[src/rtl/bus_arbiter.sv]
// Shares one external memory bus between fetch and data access (data first) and holds results until the pipeline advances.
// Optional watchdog: define BUS_ARB_TIMEOUT_EN to complete hung accesses after TIMEOUT_CYCLES with bus_err.
module bus_arbiter #(
  parameter int ADDR_W         = 32,
  parameter int DATA_W         = 32,
  parameter int TIMEOUT_CYCLES = 255
) (
  input  logic                clk,
  input  logic                rst,
  input  logic                flush,
  input  logic                if_req,
  input  logic [ADDR_W-1:0]   if_addr,
  output logic [DATA_W-1:0]   if_rdata,
  input  logic                mem_req,
  input  logic                mem_we,
  input  logic [DATA_W/8-1:0] mem_be,
  input  logic [ADDR_W-1:0]   mem_addr,
  input  logic [DATA_W-1:0]   mem_wdata,
  output logic [DATA_W-1:0]   mem_rdata,
  output logic                bus_req,
  output logic                bus_we,
  output logic [DATA_W/8-1:0] bus_be,
  output logic [ADDR_W-1:0]   bus_addr,
  output logic [DATA_W-1:0]   bus_wdata,
  input  logic [DATA_W-1:0]   bus_rdata,
  input  logic                bus_ack,
  output logic                stallreq_from_bus,
  output logic                bus_err
);
  localparam int BE_W = DATA_W / 8;

  typedef enum logic [1:0] {IDLE, MEM_ACC, IF_ACC, DRAIN} state_t;

  state_t              state_q, state_d;
  logic                bus_req_q, bus_req_d;
  logic                bus_we_q, bus_we_d;
  logic [BE_W-1:0]     bus_be_q, bus_be_d;
  logic [ADDR_W-1:0]   bus_addr_q, bus_addr_d;
  logic [DATA_W-1:0]   bus_wdata_q, bus_wdata_d;
  logic [DATA_W-1:0]   if_rdata_q, if_rdata_d;
  logic [DATA_W-1:0]   mem_rdata_q, mem_rdata_d;
  logic                if_done_q, if_done_d;
  logic                mem_done_q, mem_done_d;
  logic                if_pend, mem_pend;
  logic                load_if, load_mem;
  logic                acc_done;
  logic [DATA_W-1:0]   acc_rdata;

  assign if_pend           = if_req & ~if_done_q;
  assign mem_pend          = mem_req & ~mem_done_q;
  assign stallreq_from_bus = rst & (if_pend | mem_pend | (state_q == DRAIN));

`ifdef BUS_ARB_TIMEOUT_EN
  localparam int CNT_W = 16;
  logic [CNT_W-1:0] cnt_q, cnt_d;
  logic             timeout_hit;
  logic             bus_err_q;

  assign timeout_hit = (state_q != IDLE) & ~bus_ack & (cnt_q == CNT_W'(TIMEOUT_CYCLES - 1));
  assign acc_done    = bus_ack | timeout_hit;
  assign acc_rdata   = bus_ack ? bus_rdata : '0;
  assign bus_err     = bus_err_q;

  // Counter restarts whenever a new ACC/DRAIN state is entered, including chained accesses.
  always_comb begin
    cnt_d = cnt_q;
    if (state_d != state_q)           cnt_d = '0;
    else if (state_q != IDLE && !bus_ack) cnt_d = cnt_q + CNT_W'(1);
  end

  always_ff @(posedge clk or negedge rst) begin
    if (!rst) begin
      cnt_q     <= '0;
      bus_err_q <= 1'b0;
    end else begin
      cnt_q     <= cnt_d;
      bus_err_q <= timeout_hit;
    end
  end
`else
  logic unused_timeout;
  assign unused_timeout = (TIMEOUT_CYCLES == 0);
  assign acc_done       = bus_ack;
  assign acc_rdata      = bus_rdata;
  assign bus_err        = 1'b0;
`endif

  always_comb begin
    state_d     = state_q;
    bus_req_d   = bus_req_q;
    bus_we_d    = bus_we_q;
    bus_be_d    = bus_be_q;
    bus_addr_d  = bus_addr_q;
    bus_wdata_d = bus_wdata_q;
    if_rdata_d  = if_rdata_q;
    mem_rdata_d = mem_rdata_q;
    if_done_d   = if_done_q;
    mem_done_d  = mem_done_q;
    load_if     = 1'b0;
    load_mem    = 1'b0;

    case (state_q)
      IDLE: begin
        if (!flush) begin
          if (mem_pend)     load_mem = 1'b1;
          else if (if_pend) load_if  = 1'b1;
        end
      end
      MEM_ACC: begin
        if (acc_done) begin
          bus_req_d = 1'b0;
          state_d   = IDLE;
          if (!flush) begin
            mem_rdata_d = acc_rdata;
            mem_done_d  = 1'b1;
            load_if     = if_pend;
          end
        end else if (flush) begin
          state_d = DRAIN;
        end
      end
      IF_ACC: begin
        if (acc_done) begin
          bus_req_d = 1'b0;
          state_d   = IDLE;
          if (!flush) begin
            if_rdata_d = acc_rdata;
            if_done_d  = 1'b1;
            load_mem   = mem_pend;
          end
        end else if (flush) begin
          state_d = DRAIN;
        end
      end
      DRAIN: begin
        // Flushed transaction must still complete on the bus; its data is dropped.
        if (acc_done) begin
          bus_req_d = 1'b0;
          state_d   = IDLE;
        end
      end
      default: state_d = IDLE;
    endcase

    if (load_mem) begin
      state_d     = MEM_ACC;
      bus_req_d   = 1'b1;
      bus_we_d    = mem_we;
      bus_be_d    = mem_be;
      bus_addr_d  = mem_addr;
      bus_wdata_d = mem_wdata;
    end else if (load_if) begin
      state_d    = IF_ACC;
      bus_req_d  = 1'b1;
      bus_we_d   = 1'b0;
      bus_be_d   = '1;
      bus_addr_d = if_addr;
    end

    // A cycle without stall is the pipeline advance; results have been consumed.
    if (flush || !stallreq_from_bus) begin
      if_done_d  = 1'b0;
      mem_done_d = 1'b0;
    end
  end

  always_ff @(posedge clk or negedge rst) begin
    if (!rst) begin
      state_q     <= IDLE;
      bus_req_q   <= 1'b0;
      bus_we_q    <= 1'b0;
      bus_be_q    <= '0;
      bus_addr_q  <= '0;
      bus_wdata_q <= '0;
      if_rdata_q  <= '0;
      mem_rdata_q <= '0;
      if_done_q   <= 1'b0;
      mem_done_q  <= 1'b0;
    end else begin
      state_q     <= state_d;
      bus_req_q   <= bus_req_d;
      bus_we_q    <= bus_we_d;
      bus_be_q    <= bus_be_d;
      bus_addr_q  <= bus_addr_d;
      bus_wdata_q <= bus_wdata_d;
      if_rdata_q  <= if_rdata_d;
      mem_rdata_q <= mem_rdata_d;
      if_done_q   <= if_done_d;
      mem_done_q  <= mem_done_d;
    end
  end

  assign bus_req   = bus_req_q;
  assign bus_we    = bus_we_q;
  assign bus_be    = bus_be_q;
  assign bus_addr  = bus_addr_q;
  assign bus_wdata = bus_wdata_q;
  assign if_rdata  = if_rdata_q;
  assign mem_rdata = mem_rdata_q;

endmodule

[config.mk]
export PLATFORM = sky130hd
export DESIGN_NAME = bus_arbiter
export DESIGN_NICKNAME = d
export VERILOG_FILES = /design/src/rtl/bus_arbiter.sv
export SDC_FILE = /design/constraint.sdc
export NUM_CORES = 1
export LEC_CHECK = 0
export ABC_AREA = 1
export BUFFER_PORTS_ARGS = -buffer_cell sky130_fd_sc_hd__clkbuf_2
export CORE_MARGIN = 2
export CORE_UTILIZATION = 48
export CTS_BUF_LIST = sky130_fd_sc_hd__clkbuf_4
export CTS_CLUSTER_DIAMETER = 60
export DETAILED_ROUTE_END_ITERATION = 7
export PLACE_DENSITY = 0.83
export SETUP_SLACK_MARGIN = 0.05
export SYNTH_ARGS = -nofsm -noshare
export SYNTH_HDL_FRONTEND = slang
export SYNTH_SLANG_ARGS = --single-unit
export TNS_END_PERCENT = 5
[constraint.sdc]
create_clock -name clk -period 1.99 [get_ports clk]
set_input_delay 0.398 -clock clk [delete_from_list [all_inputs] [get_ports clk]]
set_output_delay 0.398 -clock clk [all_outputs]
set_load 0.05 [all_outputs]
==> results by stage <==
Outcome:
- The flow ran to the end, and the final reports show no timing, DRC or antenna violations.

Detailed routing:
- After detailed routing, the average wire length per cell comes to roughly 14 um.
- The detail route stage leaves a number of antenna-violating nets equal to 0.
- Before antenna repair, the detailed router went through 5 iterations.
- The initial DRC count is 445.
- The number of DRC violations after detailed routing is 0.
- The final layout contains routed wiring with a total length of 14700 um.
- The total number of vias is 5212.
- The via-per-instance ratio is around 4.9.

Setup path:
- The worst setup path is launched from a flip-flop.
- The critical path is of the flip-flop to output port type.
- At the worst endpoint, the arrival time is 1440 ps.
- STA classifies the critical path endpoint as an output port.
- For this design, the slowest cell found on the critical path is sky130_fd_sc_hd__dfrtp_1.
- Data on the critical path is required at its endpoint by between 1500 and 2000 ps.
- The register-to-register setup slack is 210 ps.
- The top fanout value on the critical path is 2.
- The critical path goes through ha_2 > o21ai_2 > inv_2 > buf_12.
- The biggest cell delay along the critical path is 410 ps.

Global route:
- The pin count of the biggest net entering global routing is 139.
- The via count of the first global-routing pass is between 5000 and 6000.
- The initial antenna violation count is 0.
- The first global-routing pass estimated 24000 um of wire.
- The total track usage is between 20% and 30%.
- Summed over all layers, the global routing overflow is 0.

Die:
- The total I/O pin count is about 280.
- Measured along the y axis, the die boundary spans ~110 um.
- From left edge to right edge, the die measures around 110 um.
- After floorplanning, the core was sized to cover 11500 um^2.
- The number of placement rows is 39.
- The die covers about 13000 um^2.
- Once the floorplan was initialized, standard cells occupied 49.3% of the core.

Yosys:
- By area the synthesized netlist is led by sky130_fd_sc_hd__dfrtp_1 (61%), sky130_fd_sc_hd__nand2_1 (16%), sky130_fd_sc_hd__o21ai_0 (5.8%).
- Counting every net in the synthesized netlist gives 770.
- The proportion of netlist area held by the largest area contributor is around three fifths.
- The sequential fraction of the synthesis area is about three fifths.
- The number of different library cells used by synthesis comes to 21.
- Dividing the synthesized area by the synthesized cell count gives about 9.0 um^2.
- The synthesized instance count is about 630.
- The flip-flop and latch count after synthesis is about 140.
- The Yosys step of the flow raised 0 warnings.
- The netlist area before placement is 5650 um^2.
- sky130_fd_sc_hd__dfrtp_1 takes more of the synthesized area than any other cell.

Finish:
- The total inserted antenna cells is 0.
- The number of fill cells in the layout is slightly below 1000.
- Once layout is complete, the utilization of the core stands at approximately 66%.
- The most common library cell in the layout ignoring fill and taps is sky130_fd_sc_hd__clkbuf_2.
- Cells with a size suffix above 1 make up a little under two fifths of the layout.
- From synthesis to final layout, the design area changed by 33.0%.
- The final net count is about 1000.
- In the layout the commonest cells are sky130_fd_sc_hd__clkbuf_2 (271), sky130_fd_sc_hd__nand2_1 (236), sky130_fd_sc_hd__dfrtp_1 (138), sky130_fd_sc_hd__o21ai_0 (64), sky130_fd_sc_hd__inv_1 (40).

STA:
- The number of max-slew violations in the final report came to 0.
- The tightest slew margin relative to the limit is between 50% and 60%.
- For this run, the top clock speed supported by timing is about 540 MHz.
- The setup TNS is 0 ps.
- At the pin with the least slew margin, the transition time is slightly below 700 ps.
- The final hold violation count is 0.
- Counting I/O delays and the setup requirement, the final critical path takes around 1800 ps.
- The count of final setup violators is 0.
- The post-route clock period utilization is between 90% and 100%.
- The setup skew after layout is 18.2 ps.
- Setup repair after global routing could not meet its margin everywhere.
- In the post-route analysis, the smallest setup slack over all paths is 150 ps.

Power:
- The internal power component is between 6 and 7 mW.
- Sequential cells burn around a third of the power.
- The total design power is roughly 15 mW.
- The analysis attributes to cell leakage a power of ~4.3 nW.
- For this design the total switching power over the nets is approximately 8.5 mW.
- The portion of total power attributed to the clock network is 11.3%.
- The maximum resistive drop on vdd is 0.00128 V.
- Net switching is 56.1% of the power.
- The power per cell area is roughly 2000 nW/um^2.
- Of the total power, combinational logic draws between 50% and 60%.

Clocking:
- The sink count of the clock tree is 138.
- TritonCTS built the clock tree.
- The number of buffers added by the clock tree synthesis step is 17.
- The insertion delay to the later sink of the worst-skew pair is around 500 ps.
- The maximum level of the CTS H-tree is 4.
- The longest clock path from root to sink contains 2 buffers.
- CTS placed an instance of sky130_fd_sc_hd__clkbuf_4 at the clock tree root.
- After clock tree synthesis, the clock-pin slew on the worst setup and hold paths is 120 ps.

Placed design:
- After legalization and detailed placement, the total HPWL measured between 10000 and 15000 um.
- The port buffer count is around 270.
- The congestion estimate from routability-driven global placement came to 0.858.
- Timing analysis after detailed placement gives a worst setup slack of around 180 ps.

Job:
- The number of max-cap violations is 0.

Hold path:
- The worst hold path belongs to the class primary input to flip-flop.
path summary, 6_finish.rpt:
path                                        endpoint  cells past startpoint                 startpoint
hold reg to reg            bus_wdata[12]$_DFFE_PN0P_                      2  bus_wdata[12]$_DFFE_PN0P_
min in group asynchronous   mem_rdata[6]$_DFFE_PN0P_                      3                        rst
max in group asynchronous  bus_wdata[29]$_DFFE_PN0P_                      3                        rst
setup reg to reg              state_q[1]$_DFFE_PN0P_                     11     state_q[0]$_DFFE_PN0P_
setup / recovery                   stallreq_from_bus                      4     state_q[0]$_DFFE_PN0P_
hold / removal              bus_wdata[1]$_DFFE_PN0P_                      3               mem_wdata[1]
kinds of logic (layout without fill, tap and decap cells):
group | count (synthesis) | count (layout) | share of synthesized area (%)
other cells | 1 | 1 | 0.0664
simple gates | 323 | 323 | 24.1
flops | 138 | 138 | 61.1
buf+inv | 84 | 369 | 6.58
fa+ha+maj | 5 | 5 | 1.11
compound gates | 75 | 75 | 7.04
Yosys cell counts:
library cell                instances
sky130_fd_sc_hd__buf_6              4
sky130_fd_sc_hd__inv_1             43
sky130_fd_sc_hd__conb_1             1
sky130_fd_sc_hd__buf_4              5
sky130_fd_sc_hd__nand3_1           39
sky130_fd_sc_hd__o2111ai_1          1
sky130_fd_sc_hd__nand2_2            4
sky130_fd_sc_hd__dfrtp_1          138
sky130_fd_sc_hd__o22a_1             4
sky130_fd_sc_hd__buf_2              6
sky130_fd_sc_hd__clkbuf_1          19
sky130_fd_sc_hd__inv_2              3
sky130_fd_sc_hd__nor2_1             6
sky130_fd_sc_hd__nor2_2             1
sky130_fd_sc_hd__ha_1               5
sky130_fd_sc_hd__a21oi_1            4
sky130_fd_sc_hd__buf_1              4
sky130_fd_sc_hd__o21ai_0           65
sky130_fd_sc_hd__a22o_1             1
sky130_fd_sc_hd__nand2_1          239
sky130_fd_sc_hd__nand4_1           34
critical path: cells and delay by family, from the launching register on:
family,cells,cell delay (ps)
DFF,1,410
adders and majority gates,1,210
AOI/OAI and AO/OA,1,120
buffers and inverters,2,210
power by group through the flow:
| stage | registers, mW | clock network, mW | logic [mW] |
|---|---|---|---|
| 6_report | 4.85 | 1.71 | 8.55 |
| 4_1_cts | 4.85 | 1.75 | 8.52 |
| 3_3_place_gp | 4.86 | 0 | 8.33 |
| 5_1_grt | 5.00 | 1.90 | 9.12 |
| 2_1_floorplan | 9.33 | 0 | 1.87 |
| 3_5_place_dp | 4.88 | 0 | 8.48 |
per-stage QoR:
step / std cells / hold WS, ps / instance area [um^2]
after CTS: 1051 / 17.3 / 7440
after detailed placement: 1015 / 464 / 7150
after global placement: 1015 / 462 / 7150
after global routing: 1054 / 11.0 / 7510
after floorplan: 626 / 102 / 5650
final: 1054 / 76.0 / 7510
layout make-up:
| cell class | count | area (um^2) | area share (%) |
|---|---|---|---|
| clock buffers | 19 | 143 | 1.90 |
| clock inverters | 13 | 120 | 1.60 |
| inverters | 46 | 175 | 2.33 |
| multi-input cells | 404 | 1860 | 24.7 |
| well taps | 143 | 179 | 2.38 |
| repair buffers | 291 | 1580 | 21.1 |
| flip-flops and latches | 138 | 3450 | 46.0 |
sequential cells by signal, indices dropped and copies added, names as in the netlist:
signal / cells
bus_we: 1
bus_addr: 32
bus_wdata: 32
if_rdata: 32
mem_done_q: 1
bus_req: 1
state_q: 2
if_done_q: 1
mem_rdata: 32
bus_be: 4
routing by layer:
metal	vias to the layer above	wire length [um]	global-route usage, %	share of wire [%]
met1	2400	5770	29.2	39
met5	-	0	0	0
met3	30	1090	5.94	7.4
li1	2552	-	-	-
met2	230	7490	40.0	51
met4	0	380	10.3	2.6
what timing repair did:
action,4_1_cts,5_1_grt
pin swaps,1,4
resized for setup,2,12
hold endpoints to repair,92,0
cloned,0,1
hold buffers,1,0
setup endpoints to repair,1,65
setup buffers,3,2
Power figures use the tool's default switching activity.
